--- config.mk ---
export PLATFORM = sky130hd
export DESIGN_NAME = regread_issue_flat
export DESIGN_NICKNAME = d
export VERILOG_FILES = /design/src/rtl/regread_issue_pkg.sv /design/src/rtl/regread_issue_if.sv /design/src/rtl/regread_issue_scoreboard.sv /design/src/rtl/regread_issue.sv /design/src/flat_wrapper.sv
export SDC_FILE = /design/constraint.sdc
export NUM_CORES = 1
export LEC_CHECK = 0
export ABC_AREA = 1
export BUFFER_PORTS_ARGS = -buffer_cell sky130_fd_sc_hd__buf_2
export CORE_UTILIZATION = 25
export CTS_BUF_LIST = sky130_fd_sc_hd__clkbuf_16
export CTS_CLUSTER_SIZE = 25
export DETAILED_ROUTE_END_ITERATION = 12
export PLACE_DENSITY_LB_ADDON = 0.2
export SKIP_LAST_GASP = 1
export SYNTH_ARGS = -nofsm -noshare
export SYNTH_HDL_FRONTEND = slang
export SYNTH_SLANG_ARGS = --single-unit
--- constraint.sdc ---
create_clock -name clk -period 1.9 [get_ports clk]
set_input_delay 0 -clock clk [delete_from_list [all_inputs] [get_ports clk]]
set_output_delay 0 -clock clk [all_outputs]
set_load 0.01 [all_outputs]
--- src/rtl/regread_issue_pkg.sv ---
// Shared types and constants for the register-read / issue stage.
package regread_issue_pkg;

  localparam logic [4:0] REG_ZERO = 5'd0;

  // The payload travels beside this struct because its width is a module parameter.
  typedef struct packed {
    logic [4:0] rs1;
    logic [4:0] rs2;
    logic [4:0] rd;
    logic       rd_we;
  } regread_req_t;

  function automatic logic wb_hit(input logic we, input logic [4:0] wb_idx,
                                  input logic [4:0] idx);
    return we && (wb_idx == idx) && (idx != REG_ZERO);
  endfunction

endpackage

--- src/rtl/regread_issue_if.sv ---
// Decode-side request and execute-side result handshakes of the issue stage.
interface regread_issue_if #(parameter int PAYLOAD_W = 32);

  logic                 in_valid;
  logic                 in_ready;
  logic [4:0]           in_rs1_s;
  logic [4:0]           in_rs2_s;
  logic [4:0]           in_rd_s;
  logic                 in_rd_we;
  logic [PAYLOAD_W-1:0] in_payload;

  logic                 out_valid;
  logic                 out_ready;
  logic [31:0]          out_rs1_v;
  logic [31:0]          out_rs2_v;
  logic [4:0]           out_rd_s;
  logic                 out_rd_we;
  logic [PAYLOAD_W-1:0] out_payload;

  modport slave (
    input  in_valid, in_rs1_s, in_rs2_s, in_rd_s, in_rd_we, in_payload, out_ready,
    output in_ready, out_valid, out_rs1_v, out_rs2_v, out_rd_s, out_rd_we, out_payload
  );

  modport master (
    output in_valid, in_rs1_s, in_rs2_s, in_rd_s, in_rd_we, in_payload, out_ready,
    input  in_ready, out_valid, out_rs1_v, out_rs2_v, out_rd_s, out_rd_we, out_payload
  );

endinterface

--- src/rtl/regread_issue_scoreboard.sv ---
// Busy-bit scoreboard: tracks registers with a write in flight and flags RAW/WAW hazards.
module regread_scoreboard
  import regread_issue_pkg::*;
(
  input  logic         clk,
  input  logic         rst,
  input  logic         set_en,
  input  regread_req_t req,
  input  logic         wb_we,
  input  logic [4:0]   wb_rd_s,
  output logic         hz_raw,
  output logic         hz_waw
);

  logic [31:1] busy_reg;
  logic [31:0] busy;
  logic        clr1, clr2, clrd;

  // Set takes priority so a re-issued writer stays tracked past an older writeback.
  for (genvar gi = 1; gi < 32; gi++) begin : g_busy
    always_ff @(posedge clk or negedge rst) begin
      if (!rst) begin
        busy_reg[gi] <= 1'b0;
      end else if (set_en && (req.rd == 5'(gi))) begin
        busy_reg[gi] <= 1'b1;
      end else if (wb_we && (wb_rd_s == 5'(gi))) begin
        busy_reg[gi] <= 1'b0;
      end
    end
  end

  assign busy = {busy_reg, 1'b0};

  assign clr1 = wb_we && (wb_rd_s == req.rs1);
  assign clr2 = wb_we && (wb_rd_s == req.rs2);
  assign clrd = wb_we && (wb_rd_s == req.rd);

  assign hz_raw = ((req.rs1 != REG_ZERO) && busy[req.rs1] && !clr1) ||
                  ((req.rs2 != REG_ZERO) && busy[req.rs2] && !clr2);
  assign hz_waw = req.rd_we && (req.rd != REG_ZERO) && busy[req.rd] && !clrd;

endmodule

--- src/rtl/regread_issue.sv ---
// Register-read / issue stage with writeback forwarding and hazard scoreboard.
// Optional stall counters are built when REGREAD_STALL_CNT_EN is defined.
module regread_issue
  import regread_issue_pkg::*;
#(
  parameter int PAYLOAD_W = 32
`ifdef REGREAD_STALL_CNT_EN
  , parameter int CNT_W = 32
`endif
) (
  input  logic                clk,
  input  logic                rst,
  regread_issue_if.slave      io,
  output logic [4:0]          regf_rs1_s,
  output logic [4:0]          regf_rs2_s,
  input  logic [31:0]         regf_rs1_v,
  input  logic [31:0]         regf_rs2_v,
  input  logic                wb_we,
  input  logic [4:0]          wb_rd_s,
  input  logic [31:0]         wb_rd_v
`ifdef REGREAD_STALL_CNT_EN
  , output logic [CNT_W-1:0]  raw_stall_cnt
  , output logic [CNT_W-1:0]  waw_stall_cnt
`endif
);

  regread_req_t         req;
  regread_req_t         slot_reg;
  logic [PAYLOAD_W-1:0] payload_reg;
  logic                 valid_reg;
  logic                 fwd1_reg, fwd2_reg;
  logic [31:0]          fwd_val1_reg, fwd_val2_reg;
  logic                 hz, hz_raw, hz_waw, stall, accept;

  assign req = '{rs1: io.in_rs1_s, rs2: io.in_rs2_s, rd: io.in_rd_s, rd_we: io.in_rd_we};

  assign stall       = valid_reg && !io.out_ready;
  assign hz          = hz_raw || hz_waw;
  assign io.in_ready = !hz && !stall;
  assign accept      = io.in_valid && io.in_ready;

  // While stalled the held indices are re-read so the slot keeps seeing fresh writes.
  assign regf_rs1_s = stall ? slot_reg.rs1 : req.rs1;
  assign regf_rs2_s = stall ? slot_reg.rs2 : req.rs2;

  regread_scoreboard u_scoreboard (
    .clk     (clk),
    .rst     (rst),
    .set_en  (accept && req.rd_we && (req.rd != REG_ZERO)),
    .req     (req),
    .wb_we   (wb_we),
    .wb_rd_s (wb_rd_s),
    .hz_raw  (hz_raw),
    .hz_waw  (hz_waw)
  );

  always_ff @(posedge clk or negedge rst) begin
    if (!rst) begin
      valid_reg    <= 1'b0;
      slot_reg     <= '0;
      payload_reg  <= '0;
      fwd1_reg     <= 1'b0;
      fwd2_reg     <= 1'b0;
      fwd_val1_reg <= '0;
      fwd_val2_reg <= '0;
    end else begin
      // The regfile returns pre-write data when a write hits the address being read.
      fwd1_reg     <= wb_hit(wb_we, wb_rd_s, regf_rs1_s);
      fwd2_reg     <= wb_hit(wb_we, wb_rd_s, regf_rs2_s);
      fwd_val1_reg <= wb_rd_v;
      fwd_val2_reg <= wb_rd_v;
      if (accept) begin
        valid_reg   <= 1'b1;
        slot_reg    <= req;
        payload_reg <= io.in_payload;
      end else if (io.out_ready) begin
        valid_reg <= 1'b0;
      end
    end
  end

  assign io.out_valid   = valid_reg;
  assign io.out_rd_s    = slot_reg.rd;
  assign io.out_rd_we   = slot_reg.rd_we;
  assign io.out_payload = payload_reg;
  assign io.out_rs1_v   = (slot_reg.rs1 == REG_ZERO) ? 32'd0 :
                          (fwd1_reg ? fwd_val1_reg : regf_rs1_v);
  assign io.out_rs2_v   = (slot_reg.rs2 == REG_ZERO) ? 32'd0 :
                          (fwd2_reg ? fwd_val2_reg : regf_rs2_v);

`ifdef REGREAD_STALL_CNT_EN
  logic [CNT_W-1:0] raw_cnt_reg, waw_cnt_reg;

  // A request blocked by both causes is attributed to RAW only.
  always_ff @(posedge clk or negedge rst) begin
    if (!rst) begin
      raw_cnt_reg <= '0;
      waw_cnt_reg <= '0;
    end else if (io.in_valid && hz_raw) begin
      if (raw_cnt_reg != '1) raw_cnt_reg <= raw_cnt_reg + 1'b1;
    end else if (io.in_valid && hz_waw) begin
      if (waw_cnt_reg != '1) waw_cnt_reg <= waw_cnt_reg + 1'b1;
    end
  end

  assign raw_stall_cnt = raw_cnt_reg;
  assign waw_stall_cnt = waw_cnt_reg;
`endif

endmodule

--- src/flat_wrapper.sv ---
// flat-port wrapper written by rule: the top's interface ports become plain ports
module regread_issue_flat import regread_issue_pkg::*;
#(
  parameter int PAYLOAD_W = 32

)
  (clk, rst, regf_rs1_s, regf_rs2_s, regf_rs1_v, regf_rs2_v, wb_we, wb_rd_s, wb_rd_v, io_in_valid, io_in_rs1_s, io_in_rs2_s, io_in_rd_s, io_in_rd_we, io_in_payload, io_out_ready, io_in_ready, io_out_valid, io_out_rs1_v, io_out_rs2_v, io_out_rd_s, io_out_rd_we, io_out_payload);
  regread_issue_if #(.PAYLOAD_W(PAYLOAD_W)) io_i ();
  input  logic clk;
  input  logic rst;
  output logic [4:0] regf_rs1_s;
  output logic [4:0] regf_rs2_s;
  input  logic [31:0] regf_rs1_v;
  input  logic [31:0] regf_rs2_v;
  input  logic wb_we;
  input  logic [4:0] wb_rd_s;
  input  logic [31:0] wb_rd_v;
  input wire logic [$bits(io_i.in_valid)-1:0] io_in_valid;
  input wire logic [$bits(io_i.in_rs1_s)-1:0] io_in_rs1_s;
  input wire logic [$bits(io_i.in_rs2_s)-1:0] io_in_rs2_s;
  input wire logic [$bits(io_i.in_rd_s)-1:0] io_in_rd_s;
  input wire logic [$bits(io_i.in_rd_we)-1:0] io_in_rd_we;
  input wire logic [$bits(io_i.in_payload)-1:0] io_in_payload;
  input wire logic [$bits(io_i.out_ready)-1:0] io_out_ready;
  output wire logic [$bits(io_i.in_ready)-1:0] io_in_ready;
  output wire logic [$bits(io_i.out_valid)-1:0] io_out_valid;
  output wire logic [$bits(io_i.out_rs1_v)-1:0] io_out_rs1_v;
  output wire logic [$bits(io_i.out_rs2_v)-1:0] io_out_rs2_v;
  output wire logic [$bits(io_i.out_rd_s)-1:0] io_out_rd_s;
  output wire logic [$bits(io_i.out_rd_we)-1:0] io_out_rd_we;
  output wire logic [$bits(io_i.out_payload)-1:0] io_out_payload;
  assign io_i.in_valid = io_in_valid;
  assign io_i.in_rs1_s = io_in_rs1_s;
  assign io_i.in_rs2_s = io_in_rs2_s;
  assign io_i.in_rd_s = io_in_rd_s;
  assign io_i.in_rd_we = io_in_rd_we;
  assign io_i.in_payload = io_in_payload;
  assign io_i.out_ready = io_out_ready;
  assign io_in_ready = io_i.in_ready;
  assign io_out_valid = io_i.out_valid;
  assign io_out_rs1_v = io_i.out_rs1_v;
  assign io_out_rs2_v = io_i.out_rs2_v;
  assign io_out_rd_s = io_i.out_rd_s;
  assign io_out_rd_we = io_i.out_rd_we;
  assign io_out_payload = io_i.out_payload;
  regread_issue #(.PAYLOAD_W(PAYLOAD_W)) u_core (.clk(clk), .rst(rst), .io(io_i), .regf_rs1_s(regf_rs1_s), .regf_rs2_s(regf_rs2_s), .regf_rs1_v(regf_rs1_v), .regf_rs2_v(regf_rs2_v), .wb_we(wb_we), .wb_rd_s(wb_rd_s), .wb_rd_v(wb_rd_v));
endmodule
# --- Word-level counts from Yosys, hierarchy flattened ---
# Index checks and enable logic that the tools add are counted.
# W data, S select, Z words.
op_classes:
  reduce_logical: 128
  n_mux: 76
  n_lt_le_gt_ge: 3
  eq_ne: 67
op_table:
  columns: ["cell", "n"]
  rows:
  - ["$eq A5 B5 Y1 const B", 32]
  - ["$mux W32", 4]
  - ["$logic_and A1 B1 Y1", 81]
  - ["$eq A5 B4 Y1 const B", 16]
  - ["$mux W1", 67]
  - ["$reduce_bool A2 Y1", 32]
  - ["$eq A5 B3 Y1 const B", 8]
  - ["$eq A5 B5 Y1", 5]
  - ["$reduce_bool A5 Y1", 5]
  - ["$eq A5 B2 Y1 const B", 4]
  - ["$lt A5 B6 Y1 const B", 3]
  - ["$bmux W1 S5", 3]
  - ["$eq A5 B1 Y1 const B", 2]
  - ["$logic_not A5 Y1", 2]
  - ["$mux W5", 2]
  - ["$logic_not A1 Y1", 6]
  - ["$logic_or A1 B1 Y1", 2]
word_totals:
  input_bits: 154
  ff_bits: 114
  output_inout_bits: 114
  elab_cells: 314

# --- Depth between registers and ports, before layout ---
logic_depth:
  ltp_word: 13
  mapped_depth: 16
  ltp_nobuf: 15

# --- Hierarchy ---
# Synthesis repeated with hierarchy kept, for this count alone.
unflattened:
  cells_unflattened: 1024
  area_unflattened_um2: 7293.2
by_module_without_submodules:
  columns: ["mod", "seq_area_each_um2", "n_inst", "area_each_um2", "cells_per_inst"]
  rows:
  - ["regread_issue", 2077.0, 1, 4549.4, 550]
  - ["regread_scoreboard", 775.7, 1, 2743.9, 474]

# --- Worst setup path after synthesis ---
# Ideal clock, no wire load.
synth_timing:
  path_type: "register to register"
  startpoint: "register u_core.u_scoreboard.busy_reg (netlist bit u_core.u_scoreboard.busy[5])"
  endpoint: "register u_core.u_scoreboard.busy_reg (netlist bit u_core.u_scoreboard.busy[21])"
  n_path_buf: 2
  setup_ns: 0.066
  t_required_ns: 1.834
  arrival_ns: 1.579
  slack_ns: 0.255
  stages_incl_launch_ff: 16
  synth_period_minus_slack_ns: 1.645
  cell_sequence: "dfrtp_1 > nand2_1 > o21ai_0 > nand2_1 > nand2_1 > nand2_1 > nand2_1 > nor2_1 > nand2_1 > nand3_1 > nand3_1 > nor3_2 > buf_4 > buf_6 > nand4_1 > nand2_1"
synth_via:
  elab_chain_len: 13
  word_cells_on_any_way: 22
  classes_between: "mux (7); reduce/logical (15)"
synth_lines:
  columns: ["element", "line_no", "text"]
  rows:
  - ["start: declaration", "regread_issue_scoreboard.sv:15", "logic [31:1] busy_reg;"]
  - ["start signal: indexed assignment", "regread_issue_scoreboard.sv:23", "busy_reg[gi] <= 1'b0;"]
  - ["start signal: indexed assignment", "regread_issue_scoreboard.sv:25", "busy_reg[gi] <= 1'b1;"]
  - ["start signal: indexed assignment", "regread_issue_scoreboard.sv:27", "busy_reg[gi] <= 1'b0;"]
  - ["$bmux W1 S5, on equally long branches", "regread_issue_scoreboard.sv:38, regread_issue_scoreboard.sv:39", null]
  - ["$mux W1, on equally long branches", "regread_issue_scoreboard.sv:38, regread_issue_scoreboard.sv:39", null]
  - ["$logic_and A1 B1 Y1, on equally long branches (2 in series)", "regread_issue_scoreboard.sv:38, regread_issue_scoreboard.sv:39", null]
  - ["$logic_or A1 B1 Y1", "regread_issue_scoreboard.sv:38", "assign hz_raw = ((req.rs1 != REG_ZERO) && busy[req.rs1] && !clr1) ||"]
  - ["$logic_or A1 B1 Y1 *", "regread_issue.sv:38", "assign hz = hz_raw || hz_waw;"]
  - ["$logic_not A1 Y1 *", "regread_issue.sv:39", "assign io.in_ready = !hz && !stall;"]
  - ["$logic_and A1 B1 Y1 *", "regread_issue.sv:39", null]
  - ["$logic_and A1 B1 Y1 *", "regread_issue.sv:40", "assign accept = io.in_valid && io.in_ready;"]
  - ["$logic_and A1 B1 Y1 * (2 in series)", "regread_issue.sv:49", ".set_en (accept && req.rd_we && (req.rd != REG_ZERO)),"]
  - ["$logic_and A1 B1 Y1 *", "regread_issue_scoreboard.sv:24", "end else if (set_en && (req.rd == 5'(gi))) begin"]
  - ["$mux W1 / $reduce_bool A2 Y1 (equally long branches)", null, null]
# Every way passes the cells marked *; elsewhere a longest branch is shown, timed or not. The select of a mux whose other input is x is not followed.
# A chain may end at the register's enable or synchronous reset.

# --- Final worst setup path ---
layout_timing:
  startpoint: "register u_core.u_scoreboard.busy_reg (netlist bit u_core.u_scoreboard.busy[10])"
  endpoint: "register u_core.u_scoreboard.busy_reg (netlist bit u_core.u_scoreboard.busy[3])"
# The elaborated chain is that of the path after synthesis.

==> summary.txt <==
CTS
  • Htree depth: 4
  • Clk pin slew, worst setup/hold paths: around 60 ps
  • Root Driver: clkbuf_16
  • Num CTS Buffers: 17
  • Clock Latency Late Sink: about 420 ps
  • CTS max path bufs: 2
  • TritonCTS clock tree: yes
  • Clock sinks: between 100 and 150

Routing
  • Drt total wl: 28,400 um
  • Via density: ~4.5
  • Vias: just over 8,000
  • DRC: 0
  • TritonRoute pass-1 iters: 7
  • Starting DRT DRC Count: a little over 600
  • Antenna-violating nets left: 0
  • WL per Instance: approximately 16 um

Setup path
  • CP Launch Type: register
  • Crit-path max FO: 8
  • Data arrival, critical path: 2330 ps
  • Critical path required time: 2210 ps
  • CP Capture Type: register
  • Path depth of the worst reg2reg path: 15
  • CP Class: register to register

Power and ir drop
  • Pwr dens: 832 nW/um2
  • Leakage: ~6 nW
  • Peak supply drop: just over 0.4 mV

Logic synthesis
  • Synth cell types: 30
  • Most frequent cells after synthesis: nand2_1, inv_1, dfrtp_1
  • Top cells by area, synth: dfrtp_1, nand2_1, mux2_2, inv_1, nor2_1
  • Ys async rst share: between 90% and 100%
  • Mean post-synth cell area: ~7.1 um2
  • Most instantiated library cell after synthesis: nand2_1
  • Cells after synthesis: approximately 1,000
  • Synth top area share: 40.2%
  • Yosys warning count: 0
  • Seq/Total Area, Yosys: 40.2%
  • Area leader, netlist: dfrtp_1
  • Mapped Area: slightly above 7000 um2
  • Post-synth EDFFs: 0
  • Syn nets: around 1,200
  • Seq cells post-synth: approximately 110
  • Top FF cell, synth: dfrtp_1

Final layout
  • Layout cell share with drive strength beyond 1: between 30% and 40%
  • Filler instances: between 2,000 and 3,000
  • Net total in the final layout: ~1,600
  • Register area: about 2900 um2
  • Fin util: roughly two fifths
  • Footprint of the multi-input gates: 3590 um2
  • Synth-to-layout area growth: 55.3%
  • Post-route cell area: 11,000 um2

Floorplanning
  • Die Width: around 170 um
  • Die height: approximately 170 um
  • Die area: roughly 29,000 um2
  • IO Pins: 268
  • Initial Utilization: 25.5%
  • Core area: around 28,000 um2
  • FP Rows: just over 60

Run status
  • Outcome: finished with violations
  • Failing checks: setup timing

STA
  • Slew HR: around 64%
  • Worst-Margin Slew: roughly 530 ps
  • Final Max Tran Viols: 0
  • Final min period: 2030 ps
  • Tcrit/Tclk final: 107%
  • Maximum clock rate: about 490 MHz
  • Fin. Hold Viols: 0
  • Setup ws final: -125 ps
  • Count of final setup violators: 79
  • RSZ-0062 raised after global routing: yes
  • Fin Clk Skew: around 14 ps

Place
  • Post-DP HPWL: ~21,000 um
  • Port Buf Inserts: around 270
  • Final Wtd Congestion: around 0.93
  • Area after DPL: around 9400 um2

Global route
  • GR Overflow Total: 0
  • Vias in the first global route: approximately 7,600
  • Initial antenna violation count: 1
  • First-pass GRT wire length: between 40,000 and 50,000 um
  • Largest net degree at the start of global routing: approximately 70
  • Total GRT Usage: between 10% and 20%

Hold path
  • Worst Hold Class: input pin to register
  • WHS Path Cells: 6

Flow run
  • Max-cap viol count: 0
final cells by class:
| cell class | instances | area share (%) |
|---|---|---|
| antenna | 1 | 0.0227 |
| clock buffer | 17 | 3.86 |
| clock inverter | 15 | 1.10 |
| inverter | 131 | 4.55 |
| multi-input combinational | 703 | 32.5 |
| sequential | 114 | 25.9 |
| tap | 378 | 4.29 |
| timing repair buffer | 436 | 27.7 |
cells in the final DEF (no fill, tap or decap), types with 31 or more instances in the layout:
cell / Yosys / layout
nand2_1: 385 / 381
buf_2: 16 / 265
dlygate4sd3_1: 0 / 73
buf_4: 13 / 75
o21ai_0: 48 / 40
nor2_1: 68 / 67
dfrtp_1: 114 / 114
inv_1: 125 / 122
nand3_1: 49 / 36
mux2_2: 64 / 64
nand4_1: 31 / 31
repair_timing:
action / 4_1_cts / 5_1_grt
buffers inserted: 4 / 1
endpoints found under the setup margin: 87 / 85
gates resized for setup: 37 / 18
endpoints found under the hold margin: 184 / 1
hold buffers: 72 / 1
gates cloned: 2 / 4
pin swaps: 16 / 10
stage by stage:
step / hold slack (ps) / setup WS (ps) / TNS [ps] / std cells / power (W)
2_1_floorplan: -296 / 255 / 0 / 1006 / 0.00458
3_3_place_gp: -160 / -306 / -19790 / 1679 / 0.00592
3_5_place_dp: -162 / -296 / -17250 / 1679 / 0.00593
4_1_cts: 20.7 / -131 / -7370 / 1788 / 0.00922
5_1_grt: 78.9 / -243 / -16030 / 1795 / 0.00978
6_report: 52.5 / -125 / -7270 / 1795 / 0.00917
layer usage:
layer / routed length [um] / track usage [%] / vias up
li1: - / - / 3957
met5: 0 / 0 / -
met3: 1970 / 4.23 / 40
met2: 13700 / 32.9 / 359
met4: 719 / 7.25 / 0
met1: 12100 / 23.8 / 3716
path summary, 6_finish.rpt:
kind                                               from  slack, ps                           end
max in group asynchronous                           rst       1110   u_core.u_scoreboard.busy[8]
min reg2reg                   u_core.io.out_payload[18]        460     u_core.io.out_payload[18]
min                                               wb_we         50               u_core.fwd1_reg
max                        u_core.u_scoreboard.busy[10]       -130   u_core.u_scoreboard.busy[3]
min in group asynchronous                           rst        130  u_core.u_scoreboard.busy[14]
max reg2reg                u_core.u_scoreboard.busy[10]       -130   u_core.u_scoreboard.busy[3]
critical path, cell delays in order, from the launching register on:
cell,delay [ps]
dfrtp_1,420
inv_2,60
buf_4,130
nand2_1,50
nand3_1,60
nand3_1,100
nand3_2,100
nand2_2,90
nand2_2,60
a21oi_4,200
nor3_4,70
buf_4,140
buf_6,130
clkbuf_16,160
nand4_1,80
nand2_1,60
logic make-up after synthesis:
kind of cell           share of synthesized area, %
flip-flops                                     40.2
XOR/XNOR                                      0.617
AO/OA/AOI/OAI                                  6.84
multiplexers                                   10.2
buffers and inverters                          11.2
AND/OR/NAND/NOR                                30.9
power by group:
part           leakage (nW)  internal, W  switching (W)
clock                 0.265      0.00178        0.00122
combinational          4.40      0.00135        0.00171
sequential             1.43      0.00284       0.000267
(Power assumes the default switching activity.)
